File: config.mk
export PLATFORM = sky130hd
export DESIGN_NAME = flag_status_table
export DESIGN_NICKNAME = d
export VERILOG_FILES = /design/src/rtl/flag_status_table.sv
export SDC_FILE = /design/constraint.sdc
export NUM_CORES = 1
export LEC_CHECK = 0
export ABC_AREA = 0
export BUFFER_PORTS_ARGS = -buffer_cell sky130_fd_sc_hd__buf_2
export CORE_ASPECT_RATIO = 1.25
export CORE_MARGIN = 2
export CORE_UTILIZATION = 49
export DETAILED_ROUTE_END_ITERATION = 12
export MAX_ROUTING_LAYER = met4
export PLACE_DENSITY = 0.92
export SETUP_SLACK_MARGIN = 0.05
export SLEW_MARGIN = 20
export SYNTH_ARGS = -nofsm -noshare
export SYNTH_HDL_FRONTEND = slang
export SYNTH_SLANG_ARGS = --single-unit
File: constraint.sdc
create_clock -name CLK -period 2.9 [get_ports CLK]
set_input_delay 0.58 -clock CLK [delete_from_list [all_inputs] [get_ports CLK]]
set_output_delay 0.58 -clock CLK [all_outputs]
set_load 0.1 [all_outputs]
File: src/rtl/flag_status_table.sv
// Renamed condition-flag status table: per-flag ready/tag/speculative value
// tracking with CDB wakeup, plus committed flags used for mispredict recovery.
module flag_status_table #(
  parameter int TAG_W     = 3,
  parameter int NUM_FLAGS = 4,
  parameter int CDB_PORTS = 2
) (
  input  logic                           CLK,
  input  logic                           Reset,
  input  logic                           append,
  input  logic [NUM_FLAGS-1:0]           S_mask,
  input  logic [TAG_W-1:0]               ROBTail,
  input  logic [CDB_PORTS-1:0]           cdb_valid,
  input  logic [CDB_PORTS*TAG_W-1:0]     cdb_tag,
  input  logic [CDB_PORTS*NUM_FLAGS-1:0] cdb_flags,
  input  logic                           commit_valid,
  input  logic [NUM_FLAGS-1:0]           commit_mask,
  input  logic [NUM_FLAGS-1:0]           commit_flags,
  input  logic                           flush,
  output logic [NUM_FLAGS-1:0]           FlagReady,
  output logic [NUM_FLAGS*TAG_W-1:0]     index,
  output logic [NUM_FLAGS-1:0]           flag_value,
  output logic [NUM_FLAGS-1:0]           arch_flags
);

  logic [NUM_FLAGS-1:0]       r_ready;
  logic [NUM_FLAGS*TAG_W-1:0] r_tag;
  logic [NUM_FLAGS-1:0]       r_value;
  logic [NUM_FLAGS-1:0]       r_arch;

  logic [NUM_FLAGS-1:0]       w_ready_next;
  logic [NUM_FLAGS*TAG_W-1:0] w_tag_next;
  logic [NUM_FLAGS-1:0]       w_value_next;
  logic [NUM_FLAGS-1:0]       w_arch_next;

  // Committed flags after merging this cycle's retirement; flush restores from this.
  always_comb begin
    w_arch_next = r_arch;
    if (commit_valid) begin
      w_arch_next = (r_arch & ~commit_mask) | (commit_flags & commit_mask);
    end
  end

  // Ports are scanned from highest to lowest so the lowest-numbered match wins.
  always_comb begin
    w_ready_next = r_ready;
    w_tag_next   = r_tag;
    w_value_next = r_value;
    for (int f = 0; f < NUM_FLAGS; f++) begin
      if (append && S_mask[f]) begin
        w_ready_next[f]                 = 1'b0;
        w_tag_next[f*TAG_W +: TAG_W]    = ROBTail;
      end else if (!r_ready[f]) begin
        for (int p = CDB_PORTS - 1; p >= 0; p--) begin
          if (cdb_valid[p] && (cdb_tag[p*TAG_W +: TAG_W] == r_tag[f*TAG_W +: TAG_W])) begin
            w_ready_next[f] = 1'b1;
            w_value_next[f] = cdb_flags[p*NUM_FLAGS + f];
          end
        end
      end
    end
  end

  always_ff @(posedge CLK) begin
    if (Reset) begin
      r_ready <= '1;
      r_tag   <= '0;
      r_value <= '0;
      r_arch  <= '0;
    end else begin
      r_arch <= w_arch_next;
      if (flush) begin
        r_ready <= '1;
        r_value <= w_arch_next;
      end else begin
        r_ready <= w_ready_next;
        r_tag   <= w_tag_next;
        r_value <= w_value_next;
      end
    end
  end

  assign FlagReady  = r_ready;
  assign index      = r_tag;
  assign flag_value = r_value;
  assign arch_flags = r_arch;

endmodule

==> run_results.csv, run 1 <==
group,metric,value,unit
critical_path,crit_chain,"buf_2",
cells_and_area,n_antenna_cell,0,
critical_path,startpoint_type,"flop",
critical_path,cp_num_buf_inv,1,
detailed_routing,vias,1330,
sta,worstMarginPinSlew,0.512,ns
clock_network,cts_tree,"yes",
yosys,ys_ff_latch,24,
yosys,synth_edf_count,0,
detailed_routing,first_iter_violations,15,
critical_path,slowest_stage,"buf_2",
yosys,synth.most_common_cell,"nand2_1",
cells_and_area,fin_util,64.4,%
detailed_routing,viasPerCell,5.34,
sta,rsz0062_at_grt,"no",
critical_path,r2r_start,"index[9]",
critical_path,critPathKind,"reg -> out",
yosys,synth_commonest_cells,"nand2_1 (36), dfxtp_1 (24), xnor2_1 (24)",
cells_and_area,drive_above_1_share,29.6,%
floorplanning,start_util,52.6,%
yosys,syn_area_per_cell,7.90,sq um
power_and_ir_drop,powerDensity,458,mW/mm^2
detailed_routing,drt-total-wl,3220,microns
yosys,yosysWarnings,0,
clock_network,cts_buffers,3,
sta,drv_slew,0,
critical_path,max_stage_delay,0.47,ns
clock_network,clockBufferDepth,2,
detailed_routing,first_pass_iters,4,
outcome,outcome,"complete, no violations",
sta,fmax,551,MHz
grt,grt.overflow.total,0,
critical_path,setup.worst_path.end_class,"primary output",
sta,fin_crit,1.81,ns
floorplanning,fp-row-count,20,
cells_and_area,multi_input_comb_area,749,sq um
critical_path,crit_family,"buffers and inverters",
clock_network,cts_resized,0,
flow_run,cap_violations,0,
power_and_ir_drop,power,0.000730,W
yosys,netlist.area_leader.share,36.9,%
cells_and_area,syn_to_final_growth,22.5,%
place,gp_congestion,0.863,
clock_network,insertion_delay,0.32,ns
floorplanning,dieArea,0.00309,sq mm
sta,finClkSkew,0.00736,ns
grt,grt_pass1_vias,1246,
cells_and_area,num-fill-cells,239,
sta,fin_crit_sh,62.5,%
yosys,synth_area,0.00130,sq mm
hold_path,worstHoldPathType,"reg -> reg",
sta,fin_setup_tns,0,ns
floorplanning,fp.dieH,61.7,microns
yosys,synth_ff_type,"dfxtp_1",
hold_path,worstHoldStart,"arch_flags[1]",
cells_and_area,layout.nets,254,
sta,final-setup-viol-count,0,
clock_network,postCtsSetupBuffers,0,
floorplanning,core,0.00248,sq mm
detailed_routing,drc,0,
yosys,ys_types,18,
grt,antenna_found_initial,0,
grt,grt_start_max_net_pins,19,
sta,hold-worst-slack,0.484,ns
place,port_buffers,59,
grt,grt_pass1_wl,5250,microns
critical_path,critPathLaunch,"index[8]",
power_and_ir_drop,irDropWorstVdd,0.358,mV
cells_and_area,seqCellArea,480,sq um
power_and_ir_drop,total_leakage_power,0.685,nW
yosys,syn_nets,201,
yosys,ys_async_sr_fraction,0,%
sta,finalHoldViolCount,0,
detailed_routing,wl_per_cell,12.9,microns
yosys,syn_inst,165,
critical_path,critPathArrivalTime,1.23,ns
yosys,yosys-top-cells-area,"dfxtp_1 (37%), xnor2_1 (16%), nand2_1 (10%)",
yosys,yosysSeqAreaShare,36.9,%
detailed_routing,ant_nets,0,
place,dp_hpwl,2630,microns
floorplanning,io_pins,60,
clock_network,cts_hold_buf,0,
grt,grt.total_usage,23.2,%
floorplanning,die_x,50.1,microns
clock_network,cts_root_buf,"clkbuf_4",
yosys,synth_top_cell_by_area,"dfxtp_1",
sta,maxSlewHeadroom,65.7,%
critical_path,path_max_fanout,4,
clock_network,cts.clk_slew.worst_paths,0.12,ns
clock_network,htreeDepth,1,
critical_path,critPathRequiredTime,2.32,ns
clock_network,cts_sinks,24,
cell usage in the layout, fill, tap and decap left out:
cell type	n
buf_4	1
nand3_1	16
mux2i_1	4
clkbuf_4	3
buf_2	59
a221o_1	4
nor2_1	5
or2_2	1
nor2b_1	1
dfxtp_1	24
nand4_1	8
o32ai_1	2
nand2_1	36
o21bai_1	2
xnor2_1	24
o21ai_0	4
a21oi_1	20
nor3_1	2
metrics by stage:
step                      cells  area, sq um  setup slack [ns]
after floorplan             165         1300             0.891
after CTS                   249         1600              1.09
after detailed placement    246         1570              1.11
after global routing        249         1600              1.04
after global placement      246         1570              1.16
final                       249         1600              1.09
cell type report:
cell class	count	area share, %
Tap cell	33	2.59
Clock buffer	3	1.41
Sequential cell	24	30.1
Multi-Input combinational cell	129	46.9
Timing Repair Buffer	60	19.0
where the power goes:
| group | leakage (nW) | internal [W] | switching, W | total [W] |
|---|---|---|---|---|
| Sequential | 0.196 | 0.000344 | 0.0000121 | 0.000356 |
| Combinational | 0.475 | 0.0000620 | 0.000168 | 0.000230 |
| Clock | 0.0138 | 0.0000488 | 0.0000956 | 0.000144 |
| Total | 0.685 | 0.000455 | 0.000276 | 0.000730 |
layer usage:
metal  global-route usage (%)  vias up  wire length, microns
met1                     23.8      603                  1280
met4                     9.13        0                    48
met5                        -        -                     0
met3                     3.16        5                   200
met2                     44.5       47                  1700
li1                         -      675                     -
cells by family after synthesis:
family | after synthesis | share of synthesized area (%)
and+or+nand+nor | 69 | 23.5
AOI/OAI and AO/OA | 32 | 14.8
xor gates and xnor gates | 24 | 16.1
DFF | 24 | 36.9
buffers and inverters | 12 | 5.66
muxes | 4 | 3.07
worst reg2reg max path: cells and delay by family, from the launching register on:
| kind | cells | cell delay, ns |
|---|---|---|
| simple gates | 1 | 0.18 |
| xor+xnor | 1 | 0.15 |
| compound gates | 2 | 0.62 |
| flops | 1 | 0.44 |
final timing paths:
kind                                      end  slack [ns]  cells past startpoint
worst max register to register  flag_value[3]        1.44                      4
worst max-delay path                 index[8]        1.09                      1
worst min-delay path            arch_flags[1]        0.48                      2
worst min register to register  arch_flags[1]        0.48                      2
registers in the layout, summed over array words and instances (netlist names):
signal and count:
flag_value 4, index 12, FlagReady 4, arch_flags 4
No activity file was read; power rests on OpenSTA's default activity.
==> inputs of run 2 (changes only) <==
CORE_UTILIZATION = 41   (was 49)
PLACE_DENSITY = 0.83   (was 0.92)
clock period = 1.5 ns   (was 2.9 ns; I/O delays follow)
==> run 2 against run 1 <==
  * Combinational power up 110%
  * Clock skew is 0.0045 ns lower
  * Non-clock buffer count grew 7
  * Sequential power rose by 90%
  * Count of clock-buffer cells in the layout stayed put
  * Flip-flop and latch count is the same
  * Highest routed layer unchanged
  * Largest power group unchanged
  * Clock power increased by 100%
  * Via count rose by 5.6%
  * Global-route usage down 2.2 points
  * Die area grew 18%
  * First-iteration DRC count rose to 3.1 times the previous value
==> run_results.csv, run 2 (same netlist as run 1, synthesis figures left out) <==
group,metric,value,unit
critical_path,critPathArrivalTime,1.13,ns
cells_and_area,layout.nets,261,
sta,finalHoldViolCount,0,
critical_path,critPathKind,"reg -> out",
cells_and_area,n_antenna_cell,0,
place,pre_cts_ws,0.0269,ns
grt,grt.overflow.total,0,
clock_network,cts_sinks,24,
floorplanning,start_util,43.9,%
place,port_buffers,59,
cells_and_area,largest_reg_flops,12,
sta,finClkSkew,0.00285,ns
sta,drv_slew,0,
floorplanning,die_x,54.4,microns
floorplanning,fp.dieH,67.0,microns
power_and_ir_drop,powerDensity,811,mW/mm^2
grt,grt_pass1_vias,1300,
clock_network,htreeDepth,1,
detailed_routing,vias,1405,
cells_and_area,final_common_cell,"buf_2",
sta,fin_crit,1.43,ns
floorplanning,fp-row-count,22,
detailed_routing,viasPerCell,5.40,
sta,worstMarginPinSlew,0.490,ns
cells_and_area,syn_to_final_growth,36.9,%
grt,grt_pass1_wl,5550,microns
detailed_routing,first_pass_iters,4,
critical_path,startpoint_type,"flop",
sta,hold-worst-slack,0.238,ns
critical_path,max_stage_delay,0.42,ns
critical_path,critPathRequiredTime,1.20,ns
clock_network,insertion_delay,0.32,ns
sta,rsz0062_at_grt,"yes",
power_and_ir_drop,total_leakage_power,0.748,nW
critical_path,crit_family,"buffers and inverters",
sta,maxSlewHeadroom,67.6,%
detailed_routing,drt-total-wl,3510,microns
critical_path,path_max_fanout,4,
critical_path,cp_num_buf_inv,1,
sta,fmax,698,MHz
detailed_routing,ant_nets,0,
critical_path,crit_chain,"buf_2",
floorplanning,core,0.00297,sq mm
sta,final-setup-viol-count,0,
power_and_ir_drop,power,0.00145,W
clock_network,cts_hold_buf,0,
outcome,outcome,"complete, no violations",
sta,fin_crit_sh,95.6,%
critical_path,rrSetupSlack,0.08,ns
clock_network,cts_root_buf,"clkbuf_4",
critical_path,setup.worst_path.end_class,"primary output",
power_and_ir_drop,irDropWorstVdd,0.523,mV
hold_path,worstHoldPathType,"in -> reg",
grt,antenna_found_initial,0,
floorplanning,io_pins,60,
place,dp_hpwl,2830,microns
clock_network,cts.clk_slew.worst_paths,0.13,ns
floorplanning,dieArea,0.00365,sq mm
grt,grt_start_max_net_pins,17,
clock_network,cts_buffers,3,
clock_network,cts_tree,"yes",
detailed_routing,wl_per_cell,13.5,microns
detailed_routing,first_iter_violations,46,
clock_network,clockBufferDepth,2,
critical_path,slowest_stage,"buf_2",
detailed_routing,drc,0,
grt,grt.total_usage,21.0,%
place,gp_congestion,0.790,
sta,finalWorstSetupSlack,0.0664,ns
cells_and_area,num-fill-cells,290,
cells_and_area,drive_above_1_share,38.8,%
cells_and_area,layout_common_cells,"buf_2 (38), nand2_1 (36), a21oi_1 (20), xnor2_1 (20), clkbuf_4 (19)",
flow_run,cap_violations,0,
## run 2: changes by cell type in the layout (fill, tap and decap cells not counted)
cell      change
dfxtp_1      -12
xnor2_2       +4
dfxtp_4      +12
xnor2_1       -4
clkbuf_4     +16
buf_2        -21
clkinv_1      +1
buf_4        +12
## run 2: final cells by class
cell class	instances	area (sq um)	share of cell area [%]
flip-flops and latches	24	526	29.5
well taps	36	45.0	2.52
repair buffers	67	408	22.9
clock buffers	3	22.5	1.26
multi-input cells	129	779	43.7
clock inverters	1	3.75	0.210
## run 2: repair_timing
item | in CTS | in global routing
endpoints found under the setup margin | 5 | 21
pin swaps | 0 | 2
gates resized for setup | 5 | 20
setup buffers | 0 | 0
## run 2: final timing paths
path                                     from            end  depth (start not counted)
worst max-delay path                 index[1]       index[1]                          1
worst min-delay path                    Reset  arch_flags[1]                          2
worst max register to register       index[3]  flag_value[1]                          5
worst min register to register  arch_flags[2]  arch_flags[2]                          2
## run 2: worst register-to-register path: cells and delay by family, from the launching register on
kind | cells | cell delay [ns]
compound gates | 2 | 0.48
simple gates | 2 | 0.31
xor+xnor | 1 | 0.18
flops | 1 | 0.39
## run 2: power breakdown
group          total, W  leakage [nW]  switching, W  internal [W]
clock network  0.000294        0.0154      0.000197     0.0000976
registers      0.000677         0.205     0.0000255      0.000651
logic          0.000476         0.528      0.000330      0.000146
## run 2: per-layer routing
layer	share of wire [%]	global-route usage, %	vias up
li1	-	-	688
met1	38	23.2	647
met2	52	38.6	67
met3	8.6	2.02	3
met4	0.85	5.63	0
met5	0	-	-
## run 2: through the flow
step           setup TNS [ns]  instance area [sq um]  std cells  util [%]
3_5_place_dp                0                   1680        256      56.4
5_1_grt                     0                   1780        260      60.0
3_3_place_gp                0                   1680        256      56.4
6_report                    0                   1780        260      60.0
2_1_floorplan        -0.00939                   1350        165         -
4_1_cts                     0                   1710        260      57.7
